--- src/rtl/mul_mdc_join_mac.sv ---
`default_nettype none
// ============================================================================
// Module   : mul_mdc_join_mac
// Purpose  : Joins the a/b/c load streams and computes d = a*b + c over a
//            two-stage valid/ready pipeline, with job length tracking.
// Revision : 1.0 - initial release
// ============================================================================
module mul_mdc_join_mac #(
    parameter int DATA_WIDTH = 32,
    parameter int CNT_WIDTH  = 16
) (
    input  logic                  clk_i,
    input  logic                  rst_ni,
    input  logic                  clear_i,
    input  logic                  start_i,
    input  logic [CNT_WIDTH-1:0]  len_i,
    input  logic [DATA_WIDTH-1:0] a_data_i,
    input  logic [DATA_WIDTH-1:0] b_data_i,
    input  logic [DATA_WIDTH-1:0] c_data_i,
    input  logic                  a_valid_i,
    input  logic                  b_valid_i,
    input  logic                  c_valid_i,
    output logic                  a_ready_o,
    output logic                  b_ready_o,
    output logic                  c_ready_o,
    output logic [DATA_WIDTH-1:0] d_data_o,
    output logic                  d_valid_o,
    input  logic                  d_ready_i,
    output logic                  busy_o,
    output logic                  done_o,
    output logic [CNT_WIDTH-1:0]  out_cnt_o
);

    typedef enum logic [1:0] {
        ST_IDLE  = 2'd0,
        ST_RUN   = 2'd1,
        ST_DRAIN = 2'd2,
        ST_DONE  = 2'd3
    } state_t;

    localparam logic [CNT_WIDTH-1:0] c_cnt_one = CNT_WIDTH'(1);

    state_t                r_state;
    state_t                w_state_nxt;
    logic [CNT_WIDTH-1:0]  r_len;
    logic [CNT_WIDTH-1:0]  r_in_cnt;
    logic [CNT_WIDTH-1:0]  r_out_cnt;
    logic [CNT_WIDTH-1:0]  w_in_cnt_inc;
    logic [CNT_WIDTH-1:0]  w_out_cnt_inc;

    logic                  r_s1_valid;
    logic [DATA_WIDTH-1:0] r_s1_p;
    logic [DATA_WIDTH-1:0] r_s1_c;
    logic                  r_s2_valid;
    logic [DATA_WIDTH-1:0] r_s2_d;

    logic                  w_s1_can_accept;
    logic                  w_s2_can_accept;
    logic                  w_fire;
    logic                  w_d_xfer;
    logic                  w_busy;
    logic [DATA_WIDTH-1:0] w_prod;
    logic [DATA_WIDTH-1:0] w_sum;

    // Backpressure is derived from stage occupancy and d_ready_i only, so
    // d_valid_o (a register) never depends combinationally on d_ready_i.
    assign w_s2_can_accept = !r_s2_valid || d_ready_i;
    assign w_s1_can_accept = !r_s1_valid || w_s2_can_accept;
    assign w_fire          = (r_state == ST_RUN) && a_valid_i && b_valid_i && c_valid_i
                             && w_s1_can_accept && (r_in_cnt < r_len);
    assign w_d_xfer        = r_s2_valid && d_ready_i;
    assign w_busy          = (r_state == ST_RUN) || (r_state == ST_DRAIN);
    assign w_in_cnt_inc    = r_in_cnt + c_cnt_one;
    assign w_out_cnt_inc   = r_out_cnt + c_cnt_one;
    assign w_prod          = a_data_i * b_data_i;
    assign w_sum           = r_s1_p + r_s1_c;

    assign a_ready_o = w_fire;
    assign b_ready_o = w_fire;
    assign c_ready_o = w_fire;
    assign d_valid_o = r_s2_valid;
    assign d_data_o  = r_s2_d;
    assign busy_o    = w_busy;
    assign done_o    = (r_state == ST_DONE);
    assign out_cnt_o = r_out_cnt;

    always_comb begin
        w_state_nxt = r_state;
        case (r_state)
            ST_IDLE: begin
                if (start_i) begin
                    w_state_nxt = (len_i != '0) ? ST_RUN : ST_DONE;
                end
            end
            ST_RUN: begin
                if (w_fire && (w_in_cnt_inc == r_len)) begin
                    w_state_nxt = ST_DRAIN;
                end
            end
            ST_DRAIN: begin
                if (w_d_xfer && (w_out_cnt_inc == r_len)) begin
                    w_state_nxt = ST_DONE;
                end
            end
            ST_DONE: begin
                w_state_nxt = ST_IDLE;
            end
            default: begin
                w_state_nxt = ST_IDLE;
            end
        endcase
    end

    always_ff @(posedge clk_i or negedge rst_ni) begin
        if (!rst_ni) begin
            r_state   <= ST_IDLE;
            r_len     <= '0;
            r_in_cnt  <= '0;
            r_out_cnt <= '0;
        end else if (clear_i) begin
            r_state   <= ST_IDLE;
            r_len     <= '0;
            r_in_cnt  <= '0;
            r_out_cnt <= '0;
        end else begin
            r_state <= w_state_nxt;
            if ((r_state == ST_IDLE) && start_i) begin
                r_len     <= len_i;
                r_in_cnt  <= '0;
                r_out_cnt <= '0;
            end else begin
                if (w_fire) begin
                    r_in_cnt <= w_in_cnt_inc;
                end
                if (w_d_xfer && w_busy) begin
                    r_out_cnt <= w_out_cnt_inc;
                end
            end
        end
    end

    // Each stage loads whenever its successor is empty or draining this cycle.
    always_ff @(posedge clk_i or negedge rst_ni) begin
        if (!rst_ni) begin
            r_s1_valid <= 1'b0;
            r_s1_p     <= '0;
            r_s1_c     <= '0;
            r_s2_valid <= 1'b0;
            r_s2_d     <= '0;
        end else if (clear_i) begin
            r_s1_valid <= 1'b0;
            r_s2_valid <= 1'b0;
        end else begin
            if (w_s1_can_accept) begin
                r_s1_valid <= w_fire;
            end
            if (w_fire) begin
                r_s1_p <= w_prod;
                r_s1_c <= c_data_i;
            end
            if (w_s2_can_accept) begin
                r_s2_valid <= r_s1_valid;
                if (r_s1_valid) begin
                    r_s2_d <= w_sum;
                end
            end
        end
    end

endmodule
`default_nettype wire

--- config.mk ---
export PLATFORM = sky130hd
export DESIGN_NAME = mul_mdc_join_mac
export DESIGN_NICKNAME = d
export VERILOG_FILES = /design/src/rtl/mul_mdc_join_mac.sv
export SDC_FILE = /design/constraint.sdc
export NUM_CORES = 2
export LEC_CHECK = 0
export ABC_AREA = 1
export CORE_MARGIN = 5
export CORE_UTILIZATION = 52
export CTS_CLUSTER_DIAMETER = 200
export DETAILED_ROUTE_END_ITERATION = 12
export PLACE_DENSITY_LB_ADDON = 0.25
export SETUP_SLACK_MARGIN = 0.3
export SYNTH_ARGS = -nofsm -noshare
export SYNTH_HDL_FRONTEND = slang
export SYNTH_SLANG_ARGS = --single-unit
export TNS_END_PERCENT = 20
--- constraint.sdc ---
create_clock -name clk_i -period 2.23 [get_ports clk_i]
set_clock_uncertainty 0.1 [all_clocks]
set_input_delay 0.223 -clock clk_i [delete_from_list [all_inputs] [get_ports clk_i]]
set_output_delay 0.223 -clock clk_i [all_outputs]
set_load 0.1 [all_outputs]
==> metrics <==
outcome complete, but fails checks; failing checks setup timing; mapped cell area 25800 um^2; drt drc 0; Worst Path Class, Setup primary input to register; maxcap violations 0; first-pass GRT wire length 136000 um; die height 233 um; Top Metal Used met4; latest clock arrival within the worst-skew pair 0.45 ns; H-tree lvl count 4; Hold Crit Class primary input to asynchronous set/reset pin; Reg area 3700 um^2; max incr delay on CP 0.54 ns; total number of vias 25200; Period Utilization, post-route 2.81; max-slew violations 0; vias in the first global route 26100; WL per Instance 19.2 um; core area 49000 um^2; routed wl met2 43800 um; number of diodes 0; reg2reg setup slack -0.13 ns; RD Place Congestion 0.920; CP max FO 5; CTS root buffer clkbuf_16; CTS Buffer Depth 2; final setup fails 44; CTS Sinks 148; critical path's slowest cell fa_1; First DRT Iteration DRCs 1953; EDFF count, synth 0; area delta synth->final 39.8%; Final Util 0.736; Worst R2R Path Depth 13; port bufs 173; Max Clock Freq 159 MHz; final hold vios 0; post-synthesis register bit count 148; DP HPWL 63400 um; Via-to-Cell Ratio 5.33; Routed met3 length 6870 um; I/O Pins 174; Synth top area share 0.318; CP endpoint r_s1_p[26]; minimum clock period 6.27 ns; GR Util All Layers 0.321; Fill cells 3428; synth unique cells 56; Yosys top cell by area fa_1; Fin Setup TNS -92.48 ns; initial antenna violation count 0; top post-synthesis cells by area fa_1, nand2_1, dfrtp_1, inv_1, ha_1; Worst path depth 29; most frequent cells after synthesis nand2_1, inv_1, fa_1; Worst Path Arrival 6.51 ns; Primary FF master, synth dfrtp_1; Top delay family on crit path adder cells; Seq/Total Area, Yosys 0.144; RSZ-0062 raised after global routing true; synthesized area per cell 7.47 um^2; Worst-Margin Slew 0.469 ns; Rel. slew slack 0.688; fraction of layout cells with a size suffix above 1 0.286; Worst Setup Start Kind primary input; clock transition at the registers of the reported paths 0.07 ns; Crit path top cell by count fa_1; Critical Path Start a_data_i[7]; area occupied by multi-input gates 20500 um^2; most frequent cell after synthesis nand2_1; Critical Path End Type register; drt total wl 90600 um; asr flop ratio synth 1.00; WP data required 2.47 ns; WL met1 32000 um; Rows 81; capturing point of the worst reg2reg path d_data_o[23]; origin of the critical flop-to-flop path r_s1_c[14]; Nets 4747; Post-Syn Instances 3451; WP buf/inv 10; largest net degree at the start of global routing 81; total gr overflow 0; CTS tree built; Initial Utilization 0.526; Initial DRT Pass Iterations 8; Ys Warns 0; Routed Antenna Nets 0; Post-Syn Nets 4156; Setup WS post-layout -4.04 ns; die width 233 um; total CTS buffers 17; die footprint 54100 um^2
## metal layers
metal  vias to the layer above  global-route usage
met2                      1244               0.551
met1                     12000               0.369
li1                      11400                   -
met4                         0               0.211
met5                         -                   0
met3                       505              0.0542
## worst reg2reg max path, stage by stage, from the launching register on
cell	delay (ns)
dfrtp_1	0.40
ha_1	0.33
buf_4	0.17
nand2_2	0.10
o21a_1	0.15
inv_1	0.05
a21oi_2	0.14
inv_1	0.05
a21oi_1	0.11
o21ai_1	0.10
buf_4	0.15
or2_2	0.26
nand3_1	0.09
nand2_1	0.06
## kinds of logic (layout without fill, tap and decap cells)
group,after synthesis,in the layout,synth area share
XOR/XNOR,76,76,0.0280
AO/OA/AOI/OAI,269,269,0.0610
buffers and inverters,995,1599,0.148
AND/OR/NAND/NOR,1378,1378,0.216
flip-flops,148,148,0.144
adder cells (fa/ha/maj),585,585,0.403
## registers in the layout, summed over array words and instances (netlist names)
| signal | cells |
|---|---|
| r_len | 16 |
| r_in_cnt | 16 |
| d_data_o | 32 |
| d_valid_o | 1 |
| out_cnt_o | 16 |
| r_s1_p | 32 |
| r_s1_valid | 1 |
| r_s1_c | 32 |
| r_state | 2 |
## per-stage QoR
step	worst slack, ns	hold slack (ns)	area, um^2	std cells
floorplan	-3.87	-0.173	27000	3451
global placement	-4.63	-0.0357	31800	4559
detailed placement	-4.72	-0.0362	31800	4559
CTS	-3.74	0.0428	35100	4694
global route	-4.23	0.0801	36000	4719
finish	-4.04	0.0775	36000	4719
## layout make-up
cell class / instances / share of cell area
multi-input cells: 2308 / 0.569
repair buffers: 707 / 0.198
flip-flops and latches: 148 / 0.103
inverters: 860 / 0.0899
well taps: 664 / 0.0231
clock buffers: 19 / 0.0120
clock inverters: 13 / 0.00549
## how the worst min path moves through the flow
stage | from | end | depth (start not counted)
after floorplan | rst_ni | d_data_o[0] | 0
final | rst_ni | r_len[2] | 2
after detailed placement | rst_ni | r_len[2] | 1
after global routing | rst_ni | r_len[2] | 2
after global placement | rst_ni | r_len[1] | 1
after CTS | rst_ni | r_len[2] | 2
## timing repair
item	in CTS	in global routing
hold endpoints to repair	148	0
hold buffers	1	0
setup buffers	84	24
endpoints found under the setup margin	127	132
cloned	18	1
gates resized for setup	589	206
pin swaps	284	157
## placed cells by master (no fill, tap or decap), drive strengths merged, types with 7 or more instances in the layout
master,instances
ha,176
nor4,9
dlygate4sd2,11
nand2,1077
nand4,25
clkdlybuf4s50,62
fa,409
a21oi,74
o21ai,108
nand3,110
inv,862
nand3b,7
xnor2,35
bufbuf,9
nor3,24
nor2,114
dfrtp,148
o21bai,9
clkdlybuf4s15,10
or2,9
xor2,37
a21o,9
buf,611
o22ai,29
a31oi,14
clkbuf,22
Power is left out: the tool's default activity adds up to more than one toggle a clock period on the data nets, which glitch-free logic cannot reach.
